--- config.mk ---
export PLATFORM = sky130hd
export DESIGN_NAME = io_decode_sequencer
export DESIGN_NICKNAME = d
export VERILOG_FILES = /design/src/rtl/io_decode_sequencer_pkg.sv /design/src/rtl/decodetrig_pulse_timer.sv /design/src/rtl/io_decode_sequencer.sv
export SDC_FILE = /design/constraint.sdc
export NUM_CORES = 1
export LEC_CHECK = 0
export CELL_PAD_IN_SITES_DETAIL_PLACEMENT = 0
export CELL_PAD_IN_SITES_GLOBAL_PLACEMENT = 1
export CORE_UTILIZATION = 40
export DETAILED_ROUTE_END_ITERATION = 8
export PLACE_DENSITY = 0.81
export SLEW_MARGIN = 5
export SYNTH_ARGS = -nofsm -noshare
export SYNTH_HDL_FRONTEND = slang
export SYNTH_HIERARCHICAL = 1
export SYNTH_SLANG_ARGS = --single-unit
--- constraint.sdc ---
create_clock -name clk -period 3.1 [get_ports clk]
set_input_delay 0.62 -clock clk [delete_from_list [all_inputs] [get_ports clk]]
set_output_delay 0.62 -clock clk [all_outputs]
set_load 0.05 [all_outputs]
--- src/rtl/io_decode_sequencer_pkg.sv ---
// Shared definitions for the IO decode sequencer.
//   state_t        : sequencer state encodings (also driven out on state_o)
//   MAX_LEN        : longest byte pattern the sequencer can match
//   *_W            : widths of the configuration fields and counters
//   eff_len        : maps a raw pattern length onto 1..MAX_LEN
//   eff_stretch    : maps a raw trigger stretch onto 1..127
package io_decode_sequencer_pkg;

    typedef enum logic [2:0] {
        ST_IDLE     = 3'd0,
        ST_ARMED    = 3'd1,
        ST_MATCHING = 3'd2,
        ST_FIRE     = 3'd3,
        ST_HOLDOFF  = 3'd4
    } state_t;

    localparam int MAX_LEN    = 8;
    localparam int BYTE_W     = 8;
    localparam int LEN_W      = 4;
    localparam int STRETCH_W  = 7;
    localparam int TIMEOUT_W  = 16;
    localparam int HOLDOFF_W  = 16;
    localparam int TIMER_W    = 16;
    localparam int TRIG_CNT_W = 16;

    function automatic logic [LEN_W-1:0] eff_len(input logic [LEN_W-1:0] len);
        if (len == '0)
            return LEN_W'(1);
        else if (len > LEN_W'(MAX_LEN))
            return LEN_W'(MAX_LEN);
        else
            return len;
    endfunction

    function automatic logic [STRETCH_W-1:0] eff_stretch(input logic [STRETCH_W-1:0] st);
        if (st == '0)
            return STRETCH_W'(1);
        else
            return st;
    endfunction

endpackage

--- src/rtl/decodetrig_pulse_timer.sv ---
// Loadable down-counter used to time the trigger stretch and the post-fire
// holdoff window.
//   clk, reset : clock and synchronous active-high reset
//   load       : load load_val this cycle (takes effect next cycle)
//   load_val   : number of cycles to time
//   last_o     : counter is on its final cycle (count == 1)
module decodetrig_pulse_timer
    import io_decode_sequencer_pkg::*;
#(
    parameter int W = TIMER_W
) (
    input  logic         clk,
    input  logic         reset,
    input  logic         load,
    input  logic [W-1:0] load_val,
    output logic         last_o
);

    logic [W-1:0] count_q;

    always_ff @(posedge clk) begin
        if (reset)
            count_q <= '0;
        else if (load)
            count_q <= load_val;
        else if (count_q != '0)
            count_q <= count_q - W'(1);
    end

    // A loaded value N keeps the owner in its state for exactly N cycles.
    assign last_o = (count_q == W'(1));

endmodule

--- src/rtl/io_decode_sequencer.sv ---
// Byte-pattern trigger sequencer. Watches decoded bytes from a UART/SPI
// decoder, matches them against a masked pattern of up to 8 bytes and emits
// a stretched trigger pulse, followed by an optional holdoff window.
//   clk, reset_i        : clock and synchronous active-high reset
//   arm_i, disarm_i     : one-cycle arm / disarm requests (disarm wins)
//   byte_i, byte_valid_i: decoded byte and its one-cycle strobe
//   pattern_i, mask_i   : expected bytes (byte k at [k*8+:8]); mask bit 0 = wildcard
//   pattern_len_i       : pattern length (0 -> 1, >8 -> 8)
//   oneshot_i           : 1 = return to IDLE after a fire
//   timeout_i           : inter-byte timeout in cycles, 0 = disabled
//   stretch_i           : trigger width in cycles (0 -> 1)
//   holdoff_i           : cycles to ignore bytes after a fire
//   trig_o              : registered trigger pulse
//   armed_o             : sequencer is in any armed state
//   state_o             : current state encoding
//   match_idx_o         : bytes matched so far
//   trig_count_o        : saturating fire counter
//
// state    | meaning
// ---------+----------------------------------------------------
// IDLE     | not armed, bytes ignored, waiting for arm_i
// ARMED    | waiting for the first pattern byte
// MATCHING | part of the pattern seen, inter-byte timeout running
// FIRE     | trig_o high for the stretch period
// HOLDOFF  | post-fire window, bytes ignored
module io_decode_sequencer
    import io_decode_sequencer_pkg::*;
(
    input  logic                  clk,
    input  logic                  reset_i,
    input  logic                  arm_i,
    input  logic                  disarm_i,
    input  logic [BYTE_W-1:0]     byte_i,
    input  logic                  byte_valid_i,
    input  logic [63:0]           pattern_i,
    input  logic [MAX_LEN-1:0]    mask_i,
    input  logic [LEN_W-1:0]      pattern_len_i,
    input  logic                  oneshot_i,
    input  logic [TIMEOUT_W-1:0]  timeout_i,
    input  logic [STRETCH_W-1:0]  stretch_i,
    input  logic [HOLDOFF_W-1:0]  holdoff_i,
    output logic                  trig_o,
    output logic                  armed_o,
    output logic [2:0]            state_o,
    output logic [LEN_W-1:0]      match_idx_o,
    output logic [TRIG_CNT_W-1:0] trig_count_o
);

    state_t                  state_q, state_d;
    logic [LEN_W-1:0]        idx_q, idx_d;
    logic [TIMEOUT_W-1:0]    tmo_cnt_q, tmo_cnt_d;
    logic [TRIG_CNT_W-1:0]   trig_cnt_q;
    logic                    trig_q;

    logic [63:0]             pat_q;
    logic [MAX_LEN-1:0]      mask_q;
    logic [LEN_W-1:0]        len_q;
    logic                    oneshot_q;
    logic [TIMEOUT_W-1:0]    timeout_q;
    logic [STRETCH_W-1:0]    stretch_q;
    logic [HOLDOFF_W-1:0]    holdoff_q;

    logic                    latch_cfg;
    logic                    fire_entry;
    logic                    holdoff_load;
    logic                    stretch_last;
    logic                    holdoff_last;

    logic [BYTE_W-1:0]       exp_byte;
    logic                    hit_cur;
    logic                    hit_first;
    logic [LEN_W-1:0]        idx_inc;
    logic                    tmo_hit;

    assign exp_byte  = pat_q[{idx_q[2:0], 3'b000} +: BYTE_W];
    assign hit_cur   = !mask_q[idx_q[2:0]] || (byte_i == exp_byte);
    assign hit_first = !mask_q[0] || (byte_i == pat_q[BYTE_W-1:0]);
    assign idx_inc   = idx_q + LEN_W'(1);
    // Counter value is the number of idle MATCHING cycles already elapsed;
    // this cycle would be the one that reaches the timeout.
    assign tmo_hit   = (timeout_q != '0) &&
                       (({1'b0, tmo_cnt_q} + 17'd1) == {1'b0, timeout_q});

    always_comb begin
        state_d      = state_q;
        idx_d        = idx_q;
        tmo_cnt_d    = tmo_cnt_q;
        latch_cfg    = 1'b0;
        fire_entry   = 1'b0;
        holdoff_load = 1'b0;

        if (disarm_i) begin
            state_d   = ST_IDLE;
            idx_d     = '0;
            tmo_cnt_d = '0;
        end else begin
            case (state_q)
                ST_IDLE: begin
                    idx_d = '0;
                    if (arm_i) begin
                        state_d   = ST_ARMED;
                        latch_cfg = 1'b1;
                    end
                end
                ST_ARMED, ST_MATCHING: begin
                    if (byte_valid_i) begin
                        // A byte always wins over a coincident timeout.
                        tmo_cnt_d = '0;
                        if (hit_cur) begin
                            if (idx_inc == len_q) begin
                                state_d    = ST_FIRE;
                                idx_d      = '0;
                                fire_entry = 1'b1;
                            end else begin
                                state_d = ST_MATCHING;
                                idx_d   = idx_inc;
                            end
                        end else if (hit_first) begin
                            state_d = ST_MATCHING;
                            idx_d   = LEN_W'(1);
                        end else begin
                            state_d = ST_ARMED;
                            idx_d   = '0;
                        end
                    end else if (state_q == ST_MATCHING) begin
                        if (tmo_hit) begin
                            state_d   = ST_ARMED;
                            idx_d     = '0;
                            tmo_cnt_d = '0;
                        end else if (timeout_q != '0) begin
                            tmo_cnt_d = tmo_cnt_q + TIMEOUT_W'(1);
                        end
                    end
                end
                ST_FIRE: begin
                    idx_d = '0;
                    if (stretch_last) begin
                        if (holdoff_q != '0) begin
                            state_d      = ST_HOLDOFF;
                            holdoff_load = 1'b1;
                        end else begin
                            state_d = oneshot_q ? ST_IDLE : ST_ARMED;
                        end
                    end
                end
                ST_HOLDOFF: begin
                    idx_d = '0;
                    if (holdoff_last)
                        state_d = oneshot_q ? ST_IDLE : ST_ARMED;
                end
                default: begin
                    state_d   = ST_IDLE;
                    idx_d     = '0;
                    tmo_cnt_d = '0;
                end
            endcase
        end
    end

    always_ff @(posedge clk) begin
        if (reset_i) begin
            state_q    <= ST_IDLE;
            idx_q      <= '0;
            tmo_cnt_q  <= '0;
            trig_cnt_q <= '0;
            trig_q     <= 1'b0;
            pat_q      <= '0;
            mask_q     <= '0;
            len_q      <= '0;
            oneshot_q  <= 1'b0;
            timeout_q  <= '0;
            stretch_q  <= '0;
            holdoff_q  <= '0;
        end else begin
            state_q   <= state_d;
            idx_q     <= idx_d;
            tmo_cnt_q <= tmo_cnt_d;
            trig_q    <= (state_d == ST_FIRE);
            if (fire_entry && (trig_cnt_q != '1))
                trig_cnt_q <= trig_cnt_q + TRIG_CNT_W'(1);
            if (latch_cfg) begin
                pat_q     <= pattern_i;
                mask_q    <= mask_i;
                len_q     <= eff_len(pattern_len_i);
                oneshot_q <= oneshot_i;
                timeout_q <= timeout_i;
                stretch_q <= eff_stretch(stretch_i);
                holdoff_q <= holdoff_i;
            end
        end
    end

    decodetrig_pulse_timer #(.W(TIMER_W)) u_stretch_timer (
        .clk      (clk),
        .reset    (reset_i),
        .load     (fire_entry),
        .load_val (TIMER_W'(stretch_q)),
        .last_o   (stretch_last)
    );

    decodetrig_pulse_timer #(.W(TIMER_W)) u_holdoff_timer (
        .clk      (clk),
        .reset    (reset_i),
        .load     (holdoff_load),
        .load_val (TIMER_W'(holdoff_q)),
        .last_o   (holdoff_last)
    );

    assign trig_o       = trig_q;
    assign armed_o      = (state_q == ST_ARMED) || (state_q == ST_MATCHING) ||
                          (state_q == ST_FIRE)  || (state_q == ST_HOLDOFF);
    assign state_o      = state_q;
    assign match_idx_o  = idx_q;
    assign trig_count_o = trig_cnt_q;

endmodule
==> run summary <==
Crit Path Class -> reg2reg
CTS max path bufs -> 2
Multi-input gate area -> 5390 sq um
final hold viol count -> 0
CP Max Fanout -> 8
gr usage total -> 22.3%
routability cong. -> 0.840
r2r endpoint -> u_stretch_timer/count_q[1]
GRT busiest layer -> met2
Die X -> 155 um
synthesized area -> 9360 sq um
IR drop worst, VDD -> 0.000374 V
FILL cells -> 2184
Yosys warning total -> 6
grt met1 use -> 30.2%
crit share post-route -> 96.5%
TritonRoute pass-1 iters -> 5
CTS tree -> yes
Post-synth EDFFs -> 0
Seq/Total Area, Yosys -> 40.2%
antenna violations before repair -> 0
ANT cells -> 0
ys flop type -> dfxtp_1
met2 GRT Util -> 36.0%
WP data required -> 3440 ps
Worst Setup SP -> match_idx_o[1]
Setup Skew -> 14.2 ps
cts bufs inserted -> 17
R2R cell count -> 14
TritonCTS Sinks -> 188
met3 usage -> 3.90%
Seq cells post-synth -> 188
ys async rst share -> 0%
port bufs -> 153
Switch Pwr -> 0.00241 W
total congestion overflow -> 0
htree depth -> 4
Core ar. -> 22800 sq um
clock power share -> 31.4%
Worst-Skew Late Latency -> 440 ps
status -> finished, final reports clean
slew at the pin closest to its max-slew limit -> 886 ps
CTS Hold Bufs -> 0
nets@finish -> 1467
Detail Placement HPWL -> 19000 um
total power -> 0.00717 W
Seq. cell area -> 3770 sq um
Min-Delay Path Class -> reg2reg
post-layout min period -> 2990 ps
top cells by count, synth -> 280 x nand2_1, 188 x dfxtp_1, 145 x a21oi_1
dpl cells -> 1612
worst rel slew slack -> 40.9%
layout cell share with drive strength beyond 1 -> 10.9%
count leader, synth -> nand2_1
Die ar. -> 24000 sq um
Synth area leaders -> dfxtp_1 40%, nand2_1 11%, a21oi_1 7.8%
Antenna Nets Post-Route -> 0
P_int -> 0.00476 W
switch share -> 33.6%
Critical Path Sink -> u_stretch_timer/count_q[1]
vias in the first global route -> 8357
starting density of the core -> 41.1%
largest net degree at the start of global routing -> 162
drt drc -> 0
area grow syn2layout -> 31.3%
fin cells -> 1657
register-to-register setup slack -> 110 ps
fin. max-slew vios -> 0
r2r startpoint -> match_idx_o[1]
Pleak -> 4.34 nW
Power Dens Cells -> 584 nW/um^2
first-pass GRT wire length -> 42700 um
row cnt -> 55
top-area cell type share of the netlist area -> 40.2%
Final WS setup -> 109 ps
Distinct cells, synth -> 75
DR WL/cell -> 16.0 um
sequential fraction of design power -> 40.6%
Setup crit start kind -> register
DR vias -> 8821
post-route cell area -> 12300 sq um
Clock Tree Root -> clkbuf_16
Place WS -> 9.24 ps
Max Cap Viol -> 0
Die Ht -> 155 um
fmax -> 0.334 GHz
cells after synthesis -> 1171
I/O pin count -> 154
placed inst area -> 11400 sq um
Comb pwr share -> 28.0%
crit path capture type -> register
routed vias/inst -> 5.32
final WL -> 26500 um
syn avg cell area -> 7.99 sq um
Reg clk slew, reported paths -> 80 ps
total negative slack -> 0 ps
Worst Min Path Start -> pat_q[16]
Setup violations, final -> 0
number of DRC markers in iteration 0 -> 528
CP arrival -> 3330 ps
Synth area leader -> dfxtp_1
## state kept, by name, indices dropped and copies added (netlist names), 3 cells and up
name                     cells
stretch_q                    7
u_stretch_timer/count_q     16
len_q                        4
tmo_cnt_q                   16
match_idx_o                  4
timeout_q                   16
mask_q                       8
u_holdoff_timer/count_q     16
holdoff_q                   16
state_o                      3
pat_q                       64
trig_count_o                16
## placed cells by master, fill, tap and decap left out, types with 11 or more instances in the layout
master / synthesis / layout
a21oi_1: 145 / 143
buf_4: 1 / 39
clkbuf_16: 0 / 19
clkdlybuf4s50_1: 0 / 152
dfxtp_1: 188 / 186
inv_1: 23 / 22
mux2i_1: 17 / 16
mux4_2: 11 / 11
nand2_1: 280 / 278
nand3_1: 30 / 29
nand4_1: 24 / 24
nor2_1: 60 / 54
nor2b_1: 11 / 11
nor3_1: 19 / 19
nor4_1: 19 / 18
o21ai_0: 37 / 31
or4_1: 15 / 15
xnor2_1: 35 / 35
xor2_1: 21 / 20
## layer usage
| metal | routed length (um) | up-vias |
|---|---|---|
| li1 | - | 4464 |
| met1 | 12500 | 4140 |
| met2 | 12500 | 188 |
| met3 | 1100 | 29 |
| met4 | 513 | 0 |
| met5 | 0 | - |
## logic make-up (layout without fill, tap and decap cells)
| family | Yosys count | in the layout | share of synthesized area (%) |
|---|---|---|---|
| multiplexers | 35 | 35 | 5.31 |
| XOR/XNOR | 56 | 56 | 5.24 |
| flip-flops | 188 | 188 | 40.2 |
| other | 1 | 9 | 0.0401 |
| buffers and inverters | 93 | 258 | 4.05 |
| AO/OA/AOI/OAI | 268 | 268 | 17.3 |
| adder cells (fa/ha/maj) | 7 | 7 | 0.936 |
| AND/OR/NAND/NOR | 523 | 523 | 26.9 |
## per-stage QoR
stage | utilization (%) | hold slack, ps
final | 53.9 | 456
after global routing | 53.9 | 480
after CTS | 52.7 | 457
after detailed placement | 50.1 | 445
after global placement | 50.1 | 442
after floorplan | - | 425
## timing repair
action | in CTS | in global routing
setup buffers | 0 | 11
hold endpoints to repair | 0 | 0
endpoints found under the setup margin | 5 | 31
pin swaps | 0 | 13
gates cloned | 0 | 2
gates resized for setup | 2 | 40
## critical path, stage by stage (launching register included)
cell and delay, ps:
dfxtp_4 370, buf_12 140, buf_4 130, mux2i_1 120, mux4_2 510, xor2_2 160
o2111ai_2 140, o41ai_2 360, buf_4 210, buf_8 120, and2_4 180, buf_12 130
buf_4 100, nor4_1 40, a211oi_1 170
## power groups by stage
stage	clock network [W]	logic (W)	registers, W
global placement	0	0.00193	0.00295
finish	0.00225	0.00201	0.00291
global route	0.00240	0.00224	0.00295
floorplan	0	0.00134	0.00289
CTS	0.00230	0.00196	0.00290
detailed placement	0	0.00195	0.00296
## how the worst min path moves through the flow
stage                                            end  cells after the start
final                                      pat_q[16]                      2
after global routing                       pat_q[30]                      2
after CTS                                  pat_q[63]                      2
after detailed placement                   pat_q[63]                      2
after global placement                     pat_q[19]                      2
after floorplan           u_stretch_timer/count_q[3]                      2
## layout make-up
cell class | count | area share [%]
clock inverter | 14 | 1.42
multi-input combinational | 898 | 43.8
inverter | 23 | 0.703
clock buffer | 18 | 3.49
tap | 313 | 3.19
sequential | 188 | 30.7
timing repair buffer | 203 | 16.7
Power figures use the tool's default switching activity.
